**config.mk**
```make
export PLATFORM = sky130hd
export DESIGN_NAME = stopwatch_mode_seq_flat
export DESIGN_NICKNAME = d
export VERILOG_FILES = /design/src/rtl/stopwatch_mode_seq_if.sv /design/src/rtl/stopwatch_mode_seq.sv /design/src/flat_wrapper.sv
export SDC_FILE = /design/constraint.sdc
export NUM_CORES = 1
export LEC_CHECK = 0
export BUFFER_PORTS_ARGS = -buffer_cell sky130_fd_sc_hd__buf_2
export CORE_ASPECT_RATIO = 0.7
export CORE_MARGIN = 4
export CORE_UTILIZATION = 35
export DETAILED_ROUTE_END_ITERATION = 7
export HOLD_SLACK_MARGIN = 0.15
export PLACE_DENSITY = 0.63
export SKIP_CTS_REPAIR_TIMING = 1
export SYNTH_ARGS = -nofsm -noshare
export SYNTH_HDL_FRONTEND = slang
export SYNTH_SLANG_ARGS = --single-unit
```
**constraint.sdc**
```tcl
create_clock -name clk -period 3.98 [get_ports clk]
set_input_delay 0.199 -clock clk [delete_from_list [all_inputs] [get_ports clk]]
set_output_delay 0.199 -clock clk [all_outputs]
set_load 0.03 [all_outputs]
```
**src/rtl/stopwatch_mode_seq_if.sv**
```systemverilog
// Signal bundle between the button front end / mode switch and the stopwatch
// mode controller, plus the controller's registered control outputs.
interface stopwatch_mode_seq_if;
  // Protocol: tick, start_pulse, lap_pulse, clear and set_*_inc are single-cycle
  // strobes sampled on the rising clock edge; there is no backpressure, so every
  // strobe is consumed in the cycle it is seen. Levels (lap_level, mode_set,
  // count_en, lap_hold, blink, state) are valid every cycle.
  logic       tick;
  logic       start_pulse;
  logic       lap_pulse;
  logic       lap_level;
  logic       mode_set;
  logic       count_en;
  logic       clear;
  logic       lap_hold;
  logic       set_hour_inc;
  logic       set_min_inc;
  logic       blink;
  logic [2:0] state;

  modport master (
    output tick, start_pulse, lap_pulse, lap_level, mode_set,
    input  count_en, clear, lap_hold, set_hour_inc, set_min_inc, blink, state
  );

  modport slave (
    input  tick, start_pulse, lap_pulse, lap_level, mode_set,
    output count_en, clear, lap_hold, set_hour_inc, set_min_inc, blink, state
  );
endinterface

```
**src/rtl/stopwatch_mode_seq.sv**
```systemverilog
// Stopwatch mode controller: RUN/PAUSE/LAP/SET state machine with long-press
// clear in PAUSE and a blink strobe in time-set mode. All outputs registered.
module stopwatch_mode_seq #(
  parameter int HOLD_TICKS  = 200,
  parameter int BLINK_TICKS = 50,
  parameter int CW          = 8
) (
  input logic             clk,
  input logic             rst_n,
  stopwatch_mode_seq_if.slave sw
);

  typedef enum logic [2:0] {
    S_IDLE      = 3'd0,
    S_RUN       = 3'd1,
    S_PAUSE     = 3'd2,
    S_LAP       = 3'd3,
    S_LAP_PAUSE = 3'd4,
    S_SET       = 3'd5
  } state_e;

  localparam logic [CW-1:0] HOLD_LAST  = CW'(HOLD_TICKS - 1);
  localparam logic [CW-1:0] BLINK_LAST = CW'(BLINK_TICKS - 1);

  state_e          state_q, state_d;
  logic [CW-1:0]   hold_cnt_q, hold_cnt_d;
  logic [CW-1:0]   blink_cnt_q, blink_cnt_d;
  logic            hold_block_q, hold_block_d;
  logic            blink_q, blink_d;
  logic            count_en_q, count_en_d;
  logic            clear_q, clear_d;
  logic            lap_hold_q, lap_hold_d;
  logic            hour_inc_q, hour_inc_d;
  logic            min_inc_q, min_inc_d;
  logic            hold_expire;
  logic            hold_fired;

  always_ff @(posedge clk or negedge rst_n) begin
    if (!rst_n) begin
      state_q      <= S_IDLE;
      hold_cnt_q   <= '0;
      blink_cnt_q  <= '0;
      hold_block_q <= 1'b0;
      blink_q      <= 1'b0;
      count_en_q   <= 1'b0;
      clear_q      <= 1'b0;
      lap_hold_q   <= 1'b0;
      hour_inc_q   <= 1'b0;
      min_inc_q    <= 1'b0;
    end else begin
      state_q      <= state_d;
      hold_cnt_q   <= hold_cnt_d;
      blink_cnt_q  <= blink_cnt_d;
      hold_block_q <= hold_block_d;
      blink_q      <= blink_d;
      count_en_q   <= count_en_d;
      clear_q      <= clear_d;
      lap_hold_q   <= lap_hold_d;
      hour_inc_q   <= hour_inc_d;
      min_inc_q    <= min_inc_d;
    end
  end

  always_comb begin
    state_d     = state_q;
    clear_d     = 1'b0;
    hour_inc_d  = 1'b0;
    min_inc_d   = 1'b0;
    hold_fired  = 1'b0;
    hold_expire = (state_q == S_PAUSE) && sw.lap_level && !hold_block_q &&
                  sw.tick && (hold_cnt_q == HOLD_LAST);

    case (state_q)
      S_SET: begin
        // Leaving SET is handled before the buttons so clear and inc never coincide.
        if (!sw.mode_set) begin
          state_d = S_IDLE;
          clear_d = 1'b1;
        end else if (sw.start_pulse) begin
          hour_inc_d = 1'b1;
        end else if (sw.lap_pulse) begin
          min_inc_d = 1'b1;
        end
      end
      S_IDLE, S_RUN, S_PAUSE, S_LAP, S_LAP_PAUSE: begin
        if (sw.mode_set) begin
          state_d = S_SET;
        end else if (sw.start_pulse) begin
          case (state_q)
            S_IDLE:      state_d = S_RUN;
            S_RUN:       state_d = S_PAUSE;
            S_PAUSE:     state_d = S_RUN;
            S_LAP:       state_d = S_LAP_PAUSE;
            S_LAP_PAUSE: state_d = S_LAP;
            default:     state_d = state_q;
          endcase
        end else if (sw.lap_pulse) begin
          case (state_q)
            S_RUN:       state_d = S_LAP;
            S_LAP:       state_d = S_RUN;
            S_LAP_PAUSE: state_d = S_PAUSE;
            default:     state_d = state_q;
          endcase
        end else if (hold_expire) begin
          state_d    = S_IDLE;
          clear_d    = 1'b1;
          hold_fired = 1'b1;
        end
      end
      default: state_d = S_IDLE;
    endcase

    // Once a long press has cleared, the button must be released before it can arm again.
    hold_block_d = (hold_block_q && sw.lap_level) || hold_fired;

    hold_cnt_d = '0;
    if ((state_q == S_PAUSE) && (state_d == S_PAUSE) && sw.lap_level && !hold_block_q) begin
      hold_cnt_d = sw.tick ? hold_cnt_q + 1'b1 : hold_cnt_q;
    end

    blink_cnt_d = '0;
    blink_d     = 1'b0;
    if ((state_q == S_SET) && (state_d == S_SET)) begin
      blink_cnt_d = blink_cnt_q;
      blink_d     = blink_q;
      if (sw.tick) begin
        if (blink_cnt_q == BLINK_LAST) begin
          blink_cnt_d = '0;
          blink_d     = !blink_q;
        end else begin
          blink_cnt_d = blink_cnt_q + 1'b1;
        end
      end
    end

    count_en_d = (state_d == S_RUN) || (state_d == S_LAP);
    lap_hold_d = (state_d == S_LAP) || (state_d == S_LAP_PAUSE);
  end

  assign sw.state        = state_q;
  assign sw.count_en     = count_en_q;
  assign sw.clear        = clear_q;
  assign sw.lap_hold     = lap_hold_q;
  assign sw.set_hour_inc = hour_inc_q;
  assign sw.set_min_inc  = min_inc_q;
  assign sw.blink        = blink_q;

endmodule
```
**src/flat_wrapper.sv**
```systemverilog
// flat-port wrapper written by rule: the top's interface ports become plain ports
module stopwatch_mode_seq_flat 
#(
  parameter int HOLD_TICKS  = 200,
  parameter int BLINK_TICKS = 50,
  parameter int CW          = 8
)
  (clk, rst_n, sw_tick, sw_start_pulse, sw_lap_pulse, sw_lap_level, sw_mode_set, sw_count_en, sw_clear, sw_lap_hold, sw_set_hour_inc, sw_set_min_inc, sw_blink, sw_state);
  stopwatch_mode_seq_if sw_i ();
  input logic clk;
  input logic rst_n;
  input wire logic [$bits(sw_i.tick)-1:0] sw_tick;
  input wire logic [$bits(sw_i.start_pulse)-1:0] sw_start_pulse;
  input wire logic [$bits(sw_i.lap_pulse)-1:0] sw_lap_pulse;
  input wire logic [$bits(sw_i.lap_level)-1:0] sw_lap_level;
  input wire logic [$bits(sw_i.mode_set)-1:0] sw_mode_set;
  output wire logic [$bits(sw_i.count_en)-1:0] sw_count_en;
  output wire logic [$bits(sw_i.clear)-1:0] sw_clear;
  output wire logic [$bits(sw_i.lap_hold)-1:0] sw_lap_hold;
  output wire logic [$bits(sw_i.set_hour_inc)-1:0] sw_set_hour_inc;
  output wire logic [$bits(sw_i.set_min_inc)-1:0] sw_set_min_inc;
  output wire logic [$bits(sw_i.blink)-1:0] sw_blink;
  output wire logic [$bits(sw_i.state)-1:0] sw_state;
  assign sw_i.tick = sw_tick;
  assign sw_i.start_pulse = sw_start_pulse;
  assign sw_i.lap_pulse = sw_lap_pulse;
  assign sw_i.lap_level = sw_lap_level;
  assign sw_i.mode_set = sw_mode_set;
  assign sw_count_en = sw_i.count_en;
  assign sw_clear = sw_i.clear;
  assign sw_lap_hold = sw_i.lap_hold;
  assign sw_set_hour_inc = sw_i.set_hour_inc;
  assign sw_set_min_inc = sw_i.set_min_inc;
  assign sw_blink = sw_i.blink;
  assign sw_state = sw_i.state;
  stopwatch_mode_seq #(.HOLD_TICKS(HOLD_TICKS), .BLINK_TICKS(BLINK_TICKS), .CW(CW)) u_core (.clk(clk), .rst_n(rst_n), .sw(sw_i));
endmodule
```
; ---- Yosys cells after proc, flatten, opt, wreduce, memory -nomap -nowiden
; Cells that the tools add are included.
[op_classes]
n_reduce_logical = 18
n_addsub = 2
mux = 30
eq_ne = 15
[op_table]
columns = cell, n
row1 = two-way mux 8 bit, 5
row2 = "adder 8 x 1 -> 8 bit, second input constant", 2
row3 = two-way mux 1 bit, 16
row4 = two-way mux 3 bit, 5
row5 = "== test 3 x 2 -> 1 bit, second input constant", 4
row6 = "== test 3 bit, second input constant", 4
row7 = one-hot mux 3 bit (4 select lines), 1
row8 = logical AND 1 bit, 9
row9 = one-hot mux 3 bit (3 select lines), 1
row10 = "== test 8 x 6 -> 1 bit, second input constant", 1
row11 = "== test 8 bit, second input constant", 1
row12 = "== test 3 x 1 -> 1 bit, second input constant", 2
row13 = "!= test 2 bit, second input constant", 3
row14 = one-hot mux 3 bit (2 select lines), 1
row15 = OR reduction 5 bit, 1
row16 = zero test 3 bit, 1
row17 = logical OR 1 bit, 3
row18 = zero test 1 bit, 2
row19 = one-hot mux 1 bit (2 select lines), 1
row20 = AND reduction 2 bit, 1
row21 = OR reduction 2 bit, 1
[word_totals]
inputBits = 7
reg_bits = 26
out_inout_bits = 9
elab_cells = 75

; ---- Longest topological paths before layout
; Gate-level depths: netlist of run 1.
[depth]
depth_word = 15
depth_mapped = 6
ltp_nobuf = 6

; ---- Worst setup path after synthesis of run 1
; Ideal clock, no wire load.
[synth_timing]
kind = register to register
from = reg u_core.state_q[2], in the netlist u_core.sw.state[2]
to = reg u_core.lap_hold_q, in the netlist u_core.sw.lap_hold
required_time_ps = 3884
setup_ps = 96
path_buffers = 1
arrival_ps = 1580
stages_incl_launch_ff = 6
period_less_slack_ps = 1676
setup_slack_ps = 2304
path_cell_list = dfrtp_1 buf_6 or3b_1 a21oi_2 o21ai_2 o32ai_2
[synth_between]
elab_chain_cells = 12
elab_cells_between_ends = 23
classes_between = eq/ne: 7 / mux: 8 / reduce/logical: 8
[synth_lines]
columns = item, line
row1 = from (decl), stopwatch_mode_seq.sv:25  ; state_e state_q, state_d;
row2 = from (signal assigned), stopwatch_mode_seq.sv:51  ; state_q <= state_d;
row3 = == test 3 x 2 -> 1 bit, "stopwatch_mode_seq.sv:70, stopwatch_mode_seq.sv:73, stopwatch_mode_seq.sv:89"
row4 = logical AND 1 bit (3 in a row), stopwatch_mode_seq.sv:70  ; hold_expire = (state_q == S_PAUSE) && sw.lap_level && !hold_block_q &&
row5 = logical AND 1 bit, stopwatch_mode_seq.sv:71  ; sw.tick && (hold_cnt_q == HOLD_LAST);
row6 = two-way mux 3 bit, stopwatch_mode_seq.sv:104  ; end else if (hold_expire) begin
row7 = two-way mux 3 bit, stopwatch_mode_seq.sv:97  ; end else if (sw.lap_pulse) begin
row8 = two-way mux 3 bit, stopwatch_mode_seq.sv:88  ; end else if (sw.start_pulse) begin
row9 = two-way mux 3 bit, stopwatch_mode_seq.sv:86  ; if (sw.mode_set) begin
row10 = one-hot mux 3 bit (2 select lines) *, stopwatch_mode_seq.sv:73  ; case (state_q)
row11 = == test 3 x 2 -> 1 bit / == test 3 bit (equally long branches), stopwatch_mode_seq.sv:137  ; lap_hold_d = (state_d == S_LAP) || (state_d == S_LAP_PAUSE);
row12 = logical OR 1 bit *, stopwatch_mode_seq.sv:137
row13 = named net u_core.lap_hold_d, stopwatch_mode_seq.sv:32  ; logic lap_hold_q, lap_hold_d;
row14 = to (signal assigned), stopwatch_mode_seq.sv:58  ; lap_hold_q <= lap_hold_d;
row15 = to (decl), stopwatch_mode_seq.sv:32
; The timed path passes the listed nets; every way through them passes the cells marked *.
; A chain may end at the register's enable or synchronous reset.

; ---- Worst setup path after layout of run 1
[layout_timing]
from = reg u_core.state_q[2], in the netlist u_core.sw.state[2]
to = reg u_core.blink_cnt_q[5]
[layout_between]
elab_chain_cells = 13
elab_cells_between_ends = 24
classes_between = eq/ne: 7 / mux: 9 / reduce/logical: 8
[layout_lines]
columns = item, line
row1 = == test 3 x 2 -> 1 bit, "stopwatch_mode_seq.sv:70, stopwatch_mode_seq.sv:73, stopwatch_mode_seq.sv:89"
row2 = logical AND 1 bit (3 in a row), stopwatch_mode_seq.sv:70
row3 = logical AND 1 bit, stopwatch_mode_seq.sv:71
row4 = two-way mux 3 bit, stopwatch_mode_seq.sv:104
row5 = two-way mux 3 bit, stopwatch_mode_seq.sv:97
row6 = two-way mux 3 bit, stopwatch_mode_seq.sv:88
row7 = two-way mux 3 bit, stopwatch_mode_seq.sv:86
row8 = one-hot mux 3 bit (2 select lines), stopwatch_mode_seq.sv:73
row9 = == test 3 bit, stopwatch_mode_seq.sv:123  ; if ((state_q == S_SET) && (state_d == S_SET)) begin
row10 = logical AND 1 bit *, stopwatch_mode_seq.sv:123
row11 = != test 2 bit (no line) / two-way mux 8 bit (equally long branches), n/a
row12 = to (signal assigned), stopwatch_mode_seq.sv:53  ; blink_cnt_q <= blink_cnt_d;
row13 = to (decl), stopwatch_mode_seq.sv:27  ; logic [CW-1:0] blink_cnt_q, blink_cnt_d;
; Every way passes the cells marked *; elsewhere a longest branch is shown, timed or not.

==> metrics.txt, run 1 <==
outcome=finished, final reports clean; Clk network pwr share=0.216; Internal Pwr Total=0.0004224 W; dpl ws=2.205 ns; Slew Limit Headroom=0.6118; maximum VDD drop=0.1561 mV; CP startpoint kind=flop; Crit Path Class=reg -> reg; max-slew violations=0; hold path cells=3; final wirelength=approximately 2.6 mm; layout cells sized above 1=0.1656; GRT Residual Overflow=0; Die H=60.61 um; CTS H-tree lvls=1; clk_skew=0.008623 ns; nets@finish=163; Critical Path Sink Type=flop; drt pass-1 iters=5; library cells used by synthesis=42; FFs w/ async S/R, synth=1.000; pwr/cell area=431.5 nW/um^2; Synth Warn #=0; #FFs+latches synth=26; Worst EP required=roughly 4.1 ns; initial drt markers=53; maximum clock path buffer count=2; Post-synth top cells=dfrtp_1 (26), nor2_1 (18), xor2_1 (9); sequential share of the synthesized area=0.4702; most common cell in the netlist=dfrtp_1; Setup Viol. Count Final=0; Core ar.=3671 sq um; worst hold path endpoint=u_core.hold_block_q; Synth Instances=about 140; cts bufs inserted=3; routability cong.=0.8069; min-delay src=sw_lap_level; Final Hold Fails=0; main flop type after synthesis=dfrtp_1; Worst Tran Pin Value=between 0.5 and 0.6 ns; DRC errors left=0; Period minus WS final=1.766 ns; PortBufs=15; MaxCap Viol Count=0; Sw Ratio=0.3623; HPWL after detailed placement=between 1.5 and 2 mm; number of global-route vias before repair=929; syn_nets=around 150; Comb power frac=0.296; r2r startpoint=u_core.sw.state[2]; wire per inst=12.81 um; Pwr Total=~0.00066 W; CTS root buf=clkbuf_8; n_diodes=0; Worst-path clk slew=0.09 ns; worst skew pair latency=approximately 0.27 ns; average size of a mapped cell=10.03 sq um; first-pass GRT wire length=4.181 mm; largest net degree at the start of global routing=27; fmax=around 0.57 GHz; vias=989; CTS tree=done; worst hold path type=in -> reg; fillers=374; Post-synth EDFFs=0; initial core utilization=0.3770; Tcrit/Tclk final=0.4436; clk sinks=26; R2R setup slack=between 2 and 2.5 ns; RSZ-0062 raised after global routing=no; Post-DRT Antenna Nets=0; Area contributors post-synth=dfrtp_1 (47%), xor2_1 (5.7%), nor2_1 (4.9%), ha_1 (2.7%), xnor2_1 (2.5%); sequential share of power=0.488; setup_tns=0 ns; Die Area=5040 sq um; standard-cell rows=18; Area Growth Syn to Fin=10.94%; global-route usage over all layers=0.1060; fin worst setup slack=2.214 ns; initial antenna violation count=0; Avg Vias per Cell=4.920; Crit Path Max Fanout=12; post-synth top area share=0.4702; Reg2Reg Depth=4; Sw Pwr=0.0002400 W; RR Endpoint=u_core.blink_cnt_q[5]; Die Width=just over 80 um; Arr. time, crit path=1.93 ns; Netlist Area Pre-Place=1384 sq um; boundary pin count=16; final core utilization=0.4182; leakage power=0.6490 nW; Synth area leader=dfrtp_1
## sequential cells by signal (all words and copies together) (netlist names)
signal and count:
u_core.blink_cnt_q 8, u_core.hold_cnt_q 8, u_core.sw.state 3, u_core.hold_block_q 1, u_core.sw.blink 1, u_core.sw.clear 1, u_core.sw.count_en 1, u_core.sw.lap_hold 1
u_core.sw.set_hour_inc 1, u_core.sw.set_min_inc 1
## per-stage QoR
step	cells	area (sq um)	hold slack [ns]
final	201	1535	0.1387
after global routing	201	1535	0.1610
after CTS	200	1525	-0.06170
after detailed placement	197	1484	0.2338
after global placement	197	1484	0.2413
after floorplan	138	1384	-0.09659
## worst max path at each step
stage,end,start,cells after the start
floorplan,u_core.sw.lap_hold,u_core.sw.state[2],5
global placement,u_core.blink_cnt_q[5],u_core.sw.state[2],4
detailed placement,u_core.blink_cnt_q[5],u_core.sw.state[2],4
CTS,u_core.blink_cnt_q[5],u_core.sw.state[2],4
global route,u_core.blink_cnt_q[7],u_core.sw.state[2],4
finish,u_core.blink_cnt_q[5],u_core.sw.state[2],4
## per-layer routing
| layer | track usage | share of wire | vias to the layer above |
|---|---|---|---|
| li1 | - | - | 503 |
| met1 | 0.1338 | 0.51 | 468 |
| met2 | 0.1781 | 0.45 | 14 |
| met3 | 0.03799 | 0.032 | 4 |
| met4 | 0.02564 | 0.0082 | 0 |
| met5 | 0 | 0 | - |
## critical path: stages (launching register included)
cell and delay (ns):
dfrtp_1 0.55, nand4b_1 0.48, o2111ai_1 0.39, xor2_1 0.18, nor2_1 0.06
## placed cells by master (no fill, tap or decap), types with 2 or more instances in the layout
cell / count
dfrtp_1: 26
nor2_1: 18
buf_2: 15
xor2_1: 9
inv_1: 7
nand2_1: 7
a21oi_1: 6
nand2b_1: 5
nand4_1: 5
and2_1: 4
xnor2_1: 4
o21ai_0: 3
and3_1: 3
nand3b_1: 3
nand3_1: 3
ha_1: 3
clkbuf_8: 3
a31oi_1: 2
nor3_1: 2
nor4b_1: 2
o2111ai_1: 2
## power by group through the flow
stage	Sequential [W]	Combinational, W	Clock [W]
global route	0.000329	0.000212	0.000160
detailed placement	0.000328	0.000197	0
global placement	0.000326	0.000195	0
CTS	0.000323	0.000197	0.000150
floorplan	0.000351	0.000132	0
finish	0.000323	0.000196	0.000143
## kinds of logic after synthesis
logic type,share of synthesized area
compound gates,0.1384
flops,0.4702
buf+inv,0.04611
simple gates,0.2288
xor+xnor,0.08228
fa+ha+maj,0.02713
mux,0.007234
## cell type report
cell class,count,area [sq um],share of cell area
sequential,26,650.6,0.4238
multi-input combinational,99,669.4,0.4360
tap,50,62.56,0.04075
inverter,7,26.28,0.01711
clock buffer,3,41.29,0.02689
timing repair buffer,16,85.08,0.05542
Power figures use the tool's default switching activity.
==> inputs of run 2 (changes only) <==
--- a/config.mk
+++ b/config.mk
@@ -11,7 +11,7 @@
 export CORE_UTILIZATION = 35
 export DETAILED_ROUTE_END_ITERATION = 7
 export HOLD_SLACK_MARGIN = 0.15
-export PLACE_DENSITY = 0.63
+export PLACE_DENSITY = 0.65
 export SKIP_CTS_REPAIR_TIMING = 1
 export SYNTH_ARGS = -nofsm -noshare
 export SYNTH_HDL_FRONTEND = slang
==> constraint.sdc (replaced) <==
create_clock -name clk -period 1.5 [get_ports clk]
set_input_delay 0.075 -clock clk [delete_from_list [all_inputs] [get_ports clk]]
set_output_delay 0.075 -clock clk [all_outputs]
set_load 0.03 [all_outputs]
==> run 2 against run 1 <==
Against the previous run: setup slack lost 2.2 ns; sequential power rose to 2.6 times the previous value; global-route usage up 1.2 points; combinational power grew to 3.8 times the previous value; non-clock buffer count grew 20; clock power rose to 3.2 times the previous value; wire length rose by 23%; first-iteration DRC count is the same.
==> metrics.txt, run 2 (same netlist as run 1, synthesis figures left out) <==
outcome=finished, final reports clean; pwr/cell area=1143 nW/um^2; clk sinks=26; Sw Ratio=0.3607; boundary pin count=16; PortBufs=15; most frequent cells in the layout=dfrtp_1 (23), nor2_1 (16), buf_2 (15); MaxCap Viol Count=0; final instance area=1780 sq um; routability cong.=0.9073; Slew Limit Headroom=0.6152; commonest non-fill, non-tap cell in the layout=dfrtp_1; Setup Viol. Count Final=0; worst skew pair latency=0.27 ns; n_diodes=0; Tcrit/Tclk final=0.9942; global-route usage over all layers=0.1183; Worst Tran Pin Value=0.5772 ns; crit path cell chain=nor4b_2, and2_1, o2111ai_4, nor2_1; HPWL after detailed placement=2.012 mm; RSZ-0062 raised after global routing=yes; sequential share of power=0.409; crit path max-delay cell type=dfrtp_2; layout cells sized above 1=0.3140; Crit Path Class=reg -> reg; Internal Pwr Total=0.001301 W; Crit Path Max Fanout=8; initial antenna violation count=0; CP startpoint kind=flop; setup_tns=0 ns; Worst-path clk slew=about 0.08 ns; fmax=roughly 0.67 GHz; initial drt markers=between 50 and 60; Period minus WS final=roughly 1.5 ns; maximum VDD drop=0.5385 mV; final core utilization=0.4850; Max stage delay on crit path=0.45 ns; CTS H-tree lvls=1; nets@finish=183; number of global-route vias before repair=approximately 1100; Core ar.=between 3000 and 4000 sq um; vias=1122; Final Hold Fails=0; DRC errors left=0; maximum clock path buffer count=2; worst hold path type=in -> reg; Critical Path Sink Type=flop; final wirelength=3.180 mm; Die Width=83.16 um; Die H=approximately 61 um; Layout Cells excl Fill=222; wire per inst=~14 um; Avg Vias per Cell=5.054; initial core utilization=0.3770; standard-cell rows=18; Die Area=5040 sq um; drt pass-1 iters=5; CTS root buf=clkbuf_8; cts bufs inserted=3; first-pass GRT wire length=4.657 mm; GRT Residual Overflow=0; Sw Pwr=approximately 0.00073 W; max-slew violations=0; Post-DRT Antenna Nets=0; Placed Area=1562 sq um; clk_skew=a little under 0.006 ns; largest net degree at the start of global routing=27; Clk network pwr share=0.224; Pwr Total=0.002035 W; Worst EP required=roughly 1.7 ns; Comb power frac=0.368; CTS tree=done; Area Growth Syn to Fin=28.66%; Arr. time, crit path=between 1.5 and 2 ns; leakage power=slightly below 0.8 nW; Post-Place Cells=slightly above 200
==> run 2: cell types whose count changed in the layout (fill, tap and decap cells not counted), sizes merged <==
| cell | previous run | this run |
|---|---|---|
| dlygate4sd3 | 1 | 5 |
| dlymetal6s2s | 0 | 1 |
| buf | 15 | 30 |
| clkbuf | 3 | 4 |
==> run 2: worst max-delay path: cells and delay by family, from the launching register on <==
family	cells	cell delay, ns
compound gates	1	0.22
simple gates	3	0.76
flops	1	0.45
==> run 2: path summary, 6_finish.rpt <==
check                                   start                     to  slack (ns)  cells past startpoint
min reg2reg                u_core.sw.state[2]    u_core.hold_block_q        0.52                      1
min                                   sw_tick   u_core.hold_cnt_q[0]        0.17                      3
max                        u_core.sw.state[2]   u_core.hold_cnt_q[1]       0.009                      4
max in group asynchronous               rst_n     u_core.sw.state[2]        0.76                      2
max reg2reg                u_core.sw.state[2]   u_core.hold_cnt_q[1]       0.009                      4
min in group asynchronous               rst_n  u_core.blink_cnt_q[0]        0.33                      2
==> run 2: metrics by stage <==
step / hold WS [ns] / setup WS, ns
after global placement: 0.09945 / 0.06518
after detailed placement: 0.1096 / 0.02026
after floorplan: -0.2206 / -0.05340
after CTS: -0.1983 / 0.01115
final: 0.1701 / 0.008676
after global routing: 0.1986 / -0.07932
==> run 2: layout make-up <==
class,count,area [sq um]
Fill cell,327,1891
Multi-Input combinational cell,99,728.2
Sequential cell,26,654.4
Timing Repair Buffer,36,254.0
Tap cell,50,62.56
Clock buffer,4,55.05
Inverter,7,26.28
==> run 2: power by group through the flow <==
stage	clock, W	combinational, W	sequential [W]
floorplan	0	0.000362	0.000938
global placement	0	0.000602	0.000845
CTS	0.000474	0.000612	0.000837
detailed placement	0	0.000610	0.000852
global route	0.000499	0.000800	0.000842
finish	0.000455	0.000748	0.000832
==> run 2: routing by layer <==
metal / global-route usage / share of wire
met5: 0 / 0
met4: 0.06527 / 0.026
met3: 0.03935 / 0.046
met2: 0.1952 / 0.50
met1: 0.1407 / 0.43
